<file path="config.mk">
export PLATFORM = sky130hd
export DESIGN_NAME = sd_dac_flat
export DESIGN_NICKNAME = d
export VERILOG_FILES = /design/src/rtl/sd_dac_if.sv /design/src/rtl/sd_dac.sv /design/src/flat_wrapper.sv
export SDC_FILE = /design/constraint.sdc
export NUM_CORES = 1
export LEC_CHECK = 0
export BUFFER_PORTS_ARGS = -buffer_cell sky130_fd_sc_hd__buf_4
export CAP_MARGIN = 20
export CORE_ASPECT_RATIO = 1.25
export CORE_MARGIN = 5
export CORE_UTILIZATION = 60
export CTS_BUF_LIST = sky130_fd_sc_hd__clkbuf_2
export CTS_CLUSTER_SIZE = 16
export DETAILED_ROUTE_END_ITERATION = 7
export PLACE_DENSITY = 0.88
export SETUP_SLACK_MARGIN = 0.15
export SYNTH_ARGS = -nofsm -noshare
export SYNTH_HDL_FRONTEND = slang
export SYNTH_SLANG_ARGS = --single-unit
</file>
<file path="constraint.sdc">
create_clock -name clk -period 6.9 [get_ports clk]
set_clock_uncertainty 0.15 [all_clocks]
set_input_delay 0.69 -clock clk [delete_from_list [all_inputs] [get_ports clk]]
set_output_delay 0.69 -clock clk [all_outputs]
set_load 0.01 [all_outputs]
</file>
<file path="src/rtl/sd_dac_if.sv">
// Sample stream into the sigma-delta DAC: offset-binary samples on a valid/ready handshake.
interface sd_dac_if #(
    parameter int DATA_W = 16
);
    logic [DATA_W-1:0] s_in;
    logic              s_valid;
    logic              s_ready;

    modport master (output s_in, output s_valid, input s_ready);
    modport slave  (input s_in, input s_valid, output s_ready);
endinterface

</file>
<file path="src/rtl/sd_dac.sv">
// First-order sigma-delta DAC: FIFO-buffered samples released one per RATE_DIV cycles onto a 1-bit pin.
// s_ready is !full only (no pass-through); define SD_DAC_DITHER_EN to add LFSR dither into the modulator.
module sd_dac #(
    parameter int DATA_W     = 16,
    parameter int RATE_DIV   = 1000,
    parameter int FIFO_DEPTH = 4
) (
    input  logic                        clk,
    input  logic                        rst,
    sd_dac_if.slave                     s_if,
    output logic                        dac_out,
    output logic [$clog2(FIFO_DEPTH):0] fifo_level,
    output logic                        underrun,
    output logic [7:0]                  underrun_cnt
);
    localparam int PTR_W = $clog2(FIFO_DEPTH);
    localparam int LVL_W = PTR_W + 1;
    localparam int CNT_W = $clog2(RATE_DIV);
    localparam logic [CNT_W-1:0] CNT_MAX   = CNT_W'(RATE_DIV - 1);
    localparam logic [LVL_W-1:0] DEPTH_LVL = LVL_W'(FIFO_DEPTH);

    logic [DATA_W-1:0] r_mem [FIFO_DEPTH];
    logic [PTR_W-1:0]  r_wr_ptr;
    logic [PTR_W-1:0]  r_rd_ptr;
    logic [LVL_W-1:0]  r_level;
    logic [CNT_W-1:0]  r_cnt;
    logic [DATA_W-1:0] r_active;
    logic [DATA_W-1:0] r_acc;
    logic              r_dac;
    logic              r_underrun;
    logic [7:0]        r_ucnt;

    logic w_full;
    logic w_empty;
    logic w_tick;
    logic w_push;
    logic w_pop;
    logic w_carry;
    logic [DATA_W-1:0] w_acc_next;

    assign w_full  = (r_level == DEPTH_LVL);
    assign w_empty = (r_level == '0);
    assign w_tick  = (r_cnt == CNT_MAX);
    // A pop freeing a slot on the same edge does not let a full FIFO accept.
    assign w_push  = s_if.s_valid && !w_full;
    assign w_pop   = w_tick && !w_empty;

    assign s_if.s_ready = !w_full;

`ifdef SD_DAC_DITHER_EN
    logic [15:0]       r_lfsr;
    logic [DATA_W+1:0] w_sum;

    assign w_sum      = {2'b00, r_acc} + {2'b00, r_active} + {{DATA_W{1'b0}}, r_lfsr[1:0]};
    assign w_carry    = |w_sum[DATA_W+1:DATA_W];
    assign w_acc_next = w_sum[DATA_W-1:0];

    always_ff @(posedge clk or posedge rst) begin
        if (rst) begin
            r_lfsr <= 16'hACE1;
        end else begin
            r_lfsr <= {1'b0, r_lfsr[15:1]} ^ (r_lfsr[0] ? 16'hB400 : 16'h0000);
        end
    end
`else
    logic [DATA_W:0] w_sum;

    assign w_sum      = {1'b0, r_acc} + {1'b0, r_active};
    assign w_carry    = w_sum[DATA_W];
    assign w_acc_next = w_sum[DATA_W-1:0];
`endif

    always_ff @(posedge clk or posedge rst) begin
        if (rst) begin
            r_wr_ptr <= '0;
            r_rd_ptr <= '0;
            r_level  <= '0;
        end else begin
            if (w_push) begin
                r_wr_ptr <= r_wr_ptr + 1'b1;
            end
            if (w_pop) begin
                r_rd_ptr <= r_rd_ptr + 1'b1;
            end
            case ({w_push, w_pop})
                2'b10:   r_level <= r_level + 1'b1;
                2'b01:   r_level <= r_level - 1'b1;
                default: r_level <= r_level;
            endcase
        end
    end

    // Storage carries no reset; occupancy alone decides what is valid.
    always_ff @(posedge clk) begin
        if (w_push) begin
            r_mem[r_wr_ptr] <= s_if.s_in;
        end
    end

    always_ff @(posedge clk or posedge rst) begin
        if (rst) begin
            r_cnt      <= '0;
            r_active   <= '0;
            r_acc      <= '0;
            r_dac      <= 1'b0;
            r_underrun <= 1'b0;
            r_ucnt     <= '0;
        end else begin
            r_cnt      <= w_tick ? '0 : r_cnt + 1'b1;
            r_acc      <= w_acc_next;
            r_dac      <= w_carry;
            r_underrun <= w_tick && w_empty;
            if (w_pop) begin
                r_active <= r_mem[r_rd_ptr];
            end
            if (w_tick && w_empty && (r_ucnt != 8'hFF)) begin
                r_ucnt <= r_ucnt + 1'b1;
            end
        end
    end

    assign dac_out      = r_dac;
    assign fifo_level   = r_level;
    assign underrun     = r_underrun;
    assign underrun_cnt = r_ucnt;
endmodule

</file>
<file path="src/flat_wrapper.sv">
// flat-port wrapper written by rule: the top's interface ports become plain ports
module sd_dac_flat 
#(
    parameter int DATA_W     = 16,
    parameter int RATE_DIV   = 1000,
    parameter int FIFO_DEPTH = 4
)
  (clk, rst, dac_out, fifo_level, underrun, underrun_cnt, s_if_s_in, s_if_s_valid, s_if_s_ready);
  sd_dac_if #(.DATA_W(DATA_W)) s_if_i ();
  input  logic clk;
  input  logic rst;
  output logic dac_out;
  output logic [$clog2(FIFO_DEPTH):0] fifo_level;
  output logic underrun;
  output logic [7:0] underrun_cnt;
  input wire logic [$bits(s_if_i.s_in)-1:0] s_if_s_in;
  input wire logic [$bits(s_if_i.s_valid)-1:0] s_if_s_valid;
  output wire logic [$bits(s_if_i.s_ready)-1:0] s_if_s_ready;
  assign s_if_i.s_in = s_if_s_in;
  assign s_if_i.s_valid = s_if_s_valid;
  assign s_if_s_ready = s_if_i.s_ready;
  sd_dac #(.DATA_W(DATA_W), .RATE_DIV(RATE_DIV), .FIFO_DEPTH(FIFO_DEPTH)) u_core (.clk(clk), .rst(rst), .s_if(s_if_i), .dac_out(dac_out), .fifo_level(fifo_level), .underrun(underrun), .underrun_cnt(underrun_cnt));
endmodule
</file>
; Word level (Yosys, flattened, before mapping)
; Memory sizes are Yosys's and may differ from the RTL's. A register that Yosys moved wholly into a read port is not among the register bits.
; Cells that the tools add are included.
[classes]
add_sub_neg = 7
mul = 0
div = 0
n_lt_le_gt_ge = 0
eq_ne = 5
shift = 0
muxes = 4
bitwise_logic = 0
n_reduce_logical = 8
[op_table]
columns = operator, count
row1 = 16-bit by 16-bit adder with 17-bit output, 1
row2 = "10-bit by 1-bit adder with 10-bit output, second input constant", 1
row3 = "10-bit equality test, second input constant", 1
row4 = 10-bit two-way mux, 1
row5 = "8-bit by 1-bit adder with 8-bit output, second input constant", 1
row6 = "8-bit inequality test, second input constant", 1
row7 = 3-bit one-hot mux with 2 select lines, 1
row8 = "2-bit by 1-bit adder with 2-bit output, second input constant", 2
row9 = 1-bit logical AND, 4
row10 = "3-bit by 1-bit adder with 3-bit output, second input constant", 1
row11 = "3-bit equality test, second input constant", 1
row12 = 3-bit zero test, 1
row13 = "3-bit by 1-bit subtractor with 3-bit output, second input constant", 1
row14 = "2-bit by 1-bit equality test with 1-bit output, second input constant", 1
row15 = "2-bit equality test, second input constant", 1
row16 = 1-bit zero test, 2
row17 = 1-bit two-way mux, 2
row18 = 2-bit nonzero test, 1
[totals]
register_bits = 43
latch_bits = 0
mem_bits_rw = 64
mem_bits_ro = 0
in_bits = 19
out_inout_bits = 14
word_cells = 33
n_memories = 1
[mem_list]
columns = memory, words, word_bits, rd, rd_clocked_by_memory_dff, wr, line_no
row1 = u_core.r_mem, 4, 16, 1, 1, 1, sd_dac.sv:22  ; logic [DATA_W-1:0] r_mem [FIFO_DEPTH];

; Depth between registers and ports, before layout
[depth]
depth_word = 5
mapped_depth = 10
depth_no_buf = 10

; Worst setup path before layout
; Ideal clock, no wire load.
[synth_timing]
path_type = register -> register
start = register u_core.r_cnt[0]
end = register u_core.r_level[2], in the netlist u_core.fifo_level[2]
arrival_ps = 2439
required_time_ps = 6671
setup_slack_ps = 4232
stages_incl_launch_ff = 11
path_buffers = 1
period_less_slack_ps = 2668
path_cell_list = dfrtp_1 > ha_1 > nand4b_1 > nor4_4 > buf_6 > ha_1 > inv_1 > fa_1 > xor2_1 > nor2_1 > xor2_1
[synth_via]
elab_chain_len = 4
[synth_rtl]
columns = item, line_no
row1 = from (decl), sd_dac.sv:26  ; logic [CNT_W-1:0] r_cnt;
row2 = from (signal assigned), sd_dac.sv:109  ; r_cnt <= w_tick ? '0 : r_cnt + 1'b1;
row3 = 10-bit equality test *, sd_dac.sv:43  ; assign w_tick = (r_cnt == CNT_MAX);
row4 = 1-bit logical AND *, sd_dac.sv:46  ; assign w_pop = w_tick && !w_empty;
row5 = named net u_core.w_pop, sd_dac.sv:37  ; logic w_pop;
row6 = 2-bit by 1-bit equality test with 1-bit output or 2-bit equality test (tied branches), sd_dac.sv:85  ; case ({w_push, w_pop})
row7 = 3-bit one-hot mux with 2 select lines or 2-bit nonzero test (tied branches), n/a
row8 = to (signal assigned), sd_dac.sv:86  ; 2'b10: r_level <= r_level + 1'b1;
row9 = to (signal assigned), sd_dac.sv:87  ; 2'b01: r_level <= r_level - 1'b1;
row10 = to (signal assigned), sd_dac.sv:88  ; default: r_level <= r_level;
row11 = to (decl), sd_dac.sv:25  ; logic [LVL_W-1:0] r_level;
; The timed path passes the listed nets; every way through them passes the cells marked *.
; A chain may end at the register's enable or synchronous reset.

; Worst setup path after layout
[layout_timing]
start = register u_core.r_cnt[0]
end = register u_core.r_level[2], in the netlist u_core.fifo_level[2]
[layout_via]
elab_chain_len = 4
[layout_rtl]
columns = item, line_no
row1 = 10-bit equality test *, sd_dac.sv:43
row2 = 1-bit logical AND *, sd_dac.sv:46
row3 = 2-bit by 1-bit equality test with 1-bit output or 2-bit equality test (tied branches), sd_dac.sv:85
row4 = 3-bit one-hot mux with 2 select lines or 2-bit nonzero test (tied branches), n/a
; Every way passes the cells marked *; elsewhere a longest branch is shown, timed or not.

==> flow_summary.ini <==
[status]
status = finished clean

[worst_hold_path]
hold_path_class = in -> async

[sta]
rsz0062_at_grt = false
fin_crit_sh = 0.392
tightest_slew_ps = 873
fin_ws_ps = 4190
max_freq_mhz = 369
relSlewSlack = 0.418
setup_viol = 0
holdWs_ps = 63.1
finalMaxSlewViolations = 0
hold_viol_final = 0
period_minus_slack_ps = 2710
setup_tns_ps = 0

[logic_synthesis]
syn_inst = 347
synth-seq-cells = 123
avgSynthCellArea_um2 = 15.5
synth_cell_type_count = 47
yosysWarningCount = 0
yosysSeqAreaShare = 0.634
synth_top_area_cell = edfxtp_1
synth.top_cell.area_share = 0.358
synth_enable_flop_cells = 64
synthFlopType = edfxtp_1
synthesis.nets = 391
synthArstFlopShare = 0.480
netlist_area_um2 = 5360
yosys-top-cells-area = edfxtp_1, dfrtp_1, mux4_2, ha_1, mux2_2

[routing]
vias_per_cell = 5.60
drtIter0Drc = 140
drcViolationCount = 0
drt-total-wl_mm = 8.91
drt-wirelength-per-cell_um = 16.7
vias = 2991
ant_nets = 0
dr.pass1.iters = 5

[clock_network]
clk_latency_ps = 640
htree_num_levels = 4
clock_sinks = 123
hold_buffers = 0
path_clk_slew_ps = 180
post_cts_buffers = 0
post_cts_resized = 0
cts_made_buffers = 17
cts_root_buffer = clkbuf_2
cts_buffer_depth = 2
tritoncts = built

[global_routing]
grt_util_all_layers = 0.178
grt_max_degree = 60
grt_overflow_total = 0
grt_pass1_wl_mm = 14.6
antenna_found_initial = 0
grt_pass1_vias = 3097

[setup_path]
required_ps = 7320
crit_fanout = 5
crit_path_end_kind = flip-flop
crit_slowest_cell = dfrtp_1
cp-start-kind = flip-flop
cpPeakStageDelay_ps = 430
reg2reg_depth = 9
path_cells = ha_1, nand4b_1, nor4_4, ha_1, inv_1, fa_1, xor2_1, nor2_1, xor2_1
r2r_start = u_core.r_cnt[0]
cp_top_family = adder cells
reg2reg_setup_slack_ps = 4190
r2r-end = u_core.fifo_level[2]
critPathKind = reg -> reg
arrival_ps = 3120
critPathBufInv = 1

[floorplanning]
start_util = 0.616
die_h_um = 116
coreArea_um2 = 8700
die_area_um2 = 10900
die_w_um = 94.6
core.rowCount = 38
io_pins = 33

[placement]
dp_hpwl_mm = 5.94
placed_area_um2 = 5710
gp_congestion = 0.830
post-place-ws_ps = 3580
io_buffers = 32

[pwr]
power.density_nw_per_um2 = 254
power_mw = 1.55
max-vdd-ir-drop_uv = 169
p_leak_nw = 2.57

[cells_and_area]
syn2layout_area_growth_pct = 13.4
drive_above_1_share = 0.252
fin_area_um2 = 6080
layout.nets = 444

[job]
drv_cap = 0
==> layout by cell type, fill, tap and decap left out, types with 2 or more instances in the layout <==
| master | instances |
|---|---|
| o2111ai_1 | 2 |
| bufinv_16 | 3 |
| nor3_1 | 4 |
| clkinvlp_4 | 3 |
| mux4_2 | 16 |
| mux2_2 | 17 |
| edfxtp_1 | 64 |
| nor2_1 | 13 |
| dlygate4sd3_1 | 7 |
| and2_1 | 4 |
| buf_4 | 33 |
| clkbuf_2 | 17 |
| fa_1 | 2 |
| o21ai_0 | 13 |
| dfrtp_1 | 59 |
| nand3_1 | 10 |
| and3_1 | 8 |
| a21oi_1 | 11 |
| or3_1 | 2 |
| a21o_1 | 4 |
| inv_6 | 2 |
| clkinv_2 | 2 |
| xnor2_1 | 18 |
| nand2_1 | 12 |
| o21a_1 | 3 |
| clkinv_1 | 2 |
| clkinv_4 | 3 |
| o31ai_1 | 2 |
| and4_1 | 2 |
| nor2b_1 | 4 |
| xor2_1 | 11 |
| nand4_1 | 5 |
| ha_1 | 23 |
| inv_1 | 12 |
==> cell usage after synthesis, types with 2 or more instances <==
| cell | instances |
|---|---|
| a21oi_1 | 11 |
| or3_1 | 2 |
| inv_1 | 13 |
| nor3_1 | 4 |
| ha_1 | 23 |
| edfxtp_1 | 64 |
| buf_6 | 2 |
| nand4_1 | 5 |
| nor2_1 | 13 |
| nor2b_1 | 4 |
| and2_1 | 4 |
| mux4_2 | 16 |
| a21o_1 | 4 |
| o2111ai_1 | 2 |
| nand2_1 | 12 |
| nand3_1 | 10 |
| dfrtp_1 | 59 |
| o21a_1 | 3 |
| clkbuf_1 | 3 |
| xnor2_1 | 18 |
| xor2_1 | 11 |
| and4_1 | 2 |
| o21ai_0 | 13 |
| o31ai_1 | 2 |
| and3_1 | 8 |
| fa_1 | 2 |
| mux2_2 | 17 |
==> worst min-delay path, cell delays in order <==
cell	delay [ps]
buf_4	110
inv_2	30
buf_4	560
==> cell families after synthesis <==
family / count (synthesis) / synth area share
flip-flops: 123 / 0.634
buffers and inverters: 21 / 0.0184
adder cells (fa/ha/maj): 25 / 0.0611
XOR/XNOR: 29 / 0.0474
multiplexers: 34 / 0.105
AND/OR/NAND/NOR: 68 / 0.0733
AO/OA/AOI/OAI: 47 / 0.0611
==> area by class of cell <==
class | instances | area (µm²)
Sequential cell | 123 | 3400
Fill cell | 549 | 2620
Multi-Input combinational cell | 203 | 1860
Timing Repair Buffer | 42 | 357
Clock inverter | 15 | 174
Tap cell | 120 | 150
Clock buffer | 17 | 85.1
Inverter | 13 | 48.8
Antenna cell | 1 | 2.50
==> how the worst max path moves through the flow <==
stage / from / endpoint / slack, ps / cells past startpoint
floorplan: u_core.r_cnt[0] / u_core.fifo_level[2] / 4230 / 10
global placement: u_core.r_cnt[0] / u_core.fifo_level[2] / 3800 / 9
detailed placement: u_core.r_cnt[0] / u_core.fifo_level[2] / 3580 / 9
CTS: u_core.r_cnt[0] / u_core.fifo_level[2] / 3540 / 9
global route: u_core.r_cnt[0] / u_core.fifo_level[2] / 4020 / 9
finish: u_core.r_cnt[0] / u_core.fifo_level[2] / 4190 / 9
==> registers in the layout, summed over array words and instances (netlist names) <==
name                 count
u_core.r_wr_ptr          2
u_core.r_mem            64
u_core.r_rd_ptr          2
u_core.underrun          1
u_core.r_acc            16
u_core.dac_out           1
u_core.r_active         16
u_core.underrun_cnt      8
u_core.fifo_level        3
u_core.r_cnt            10
==> routing by layer <==
metal / global-route usage / part of all wire
met4: 0.0616 / 0.012
met5: 0 / 0
met2: 0.288 / 0.51
met3: 0.0591 / 0.037
met1: 0.227 / 0.44
==> report_power, final <==
part	internal [mW]	total, mW	switching (mW)
logic	0.0681	0.175	0.107
registers	0.872	0.903	0.0308
clock network	0.202	0.467	0.266
total	1.14	1.55	0.404
==> stage by stage <==
stage               utilization  cells
floorplan                     -    347
global placement          0.656    492
detailed placement        0.656    492
CTS                       0.686    524
global route              0.698    533
finish                    0.699    534
Note: power is estimated with default switching activity, not from simulation.
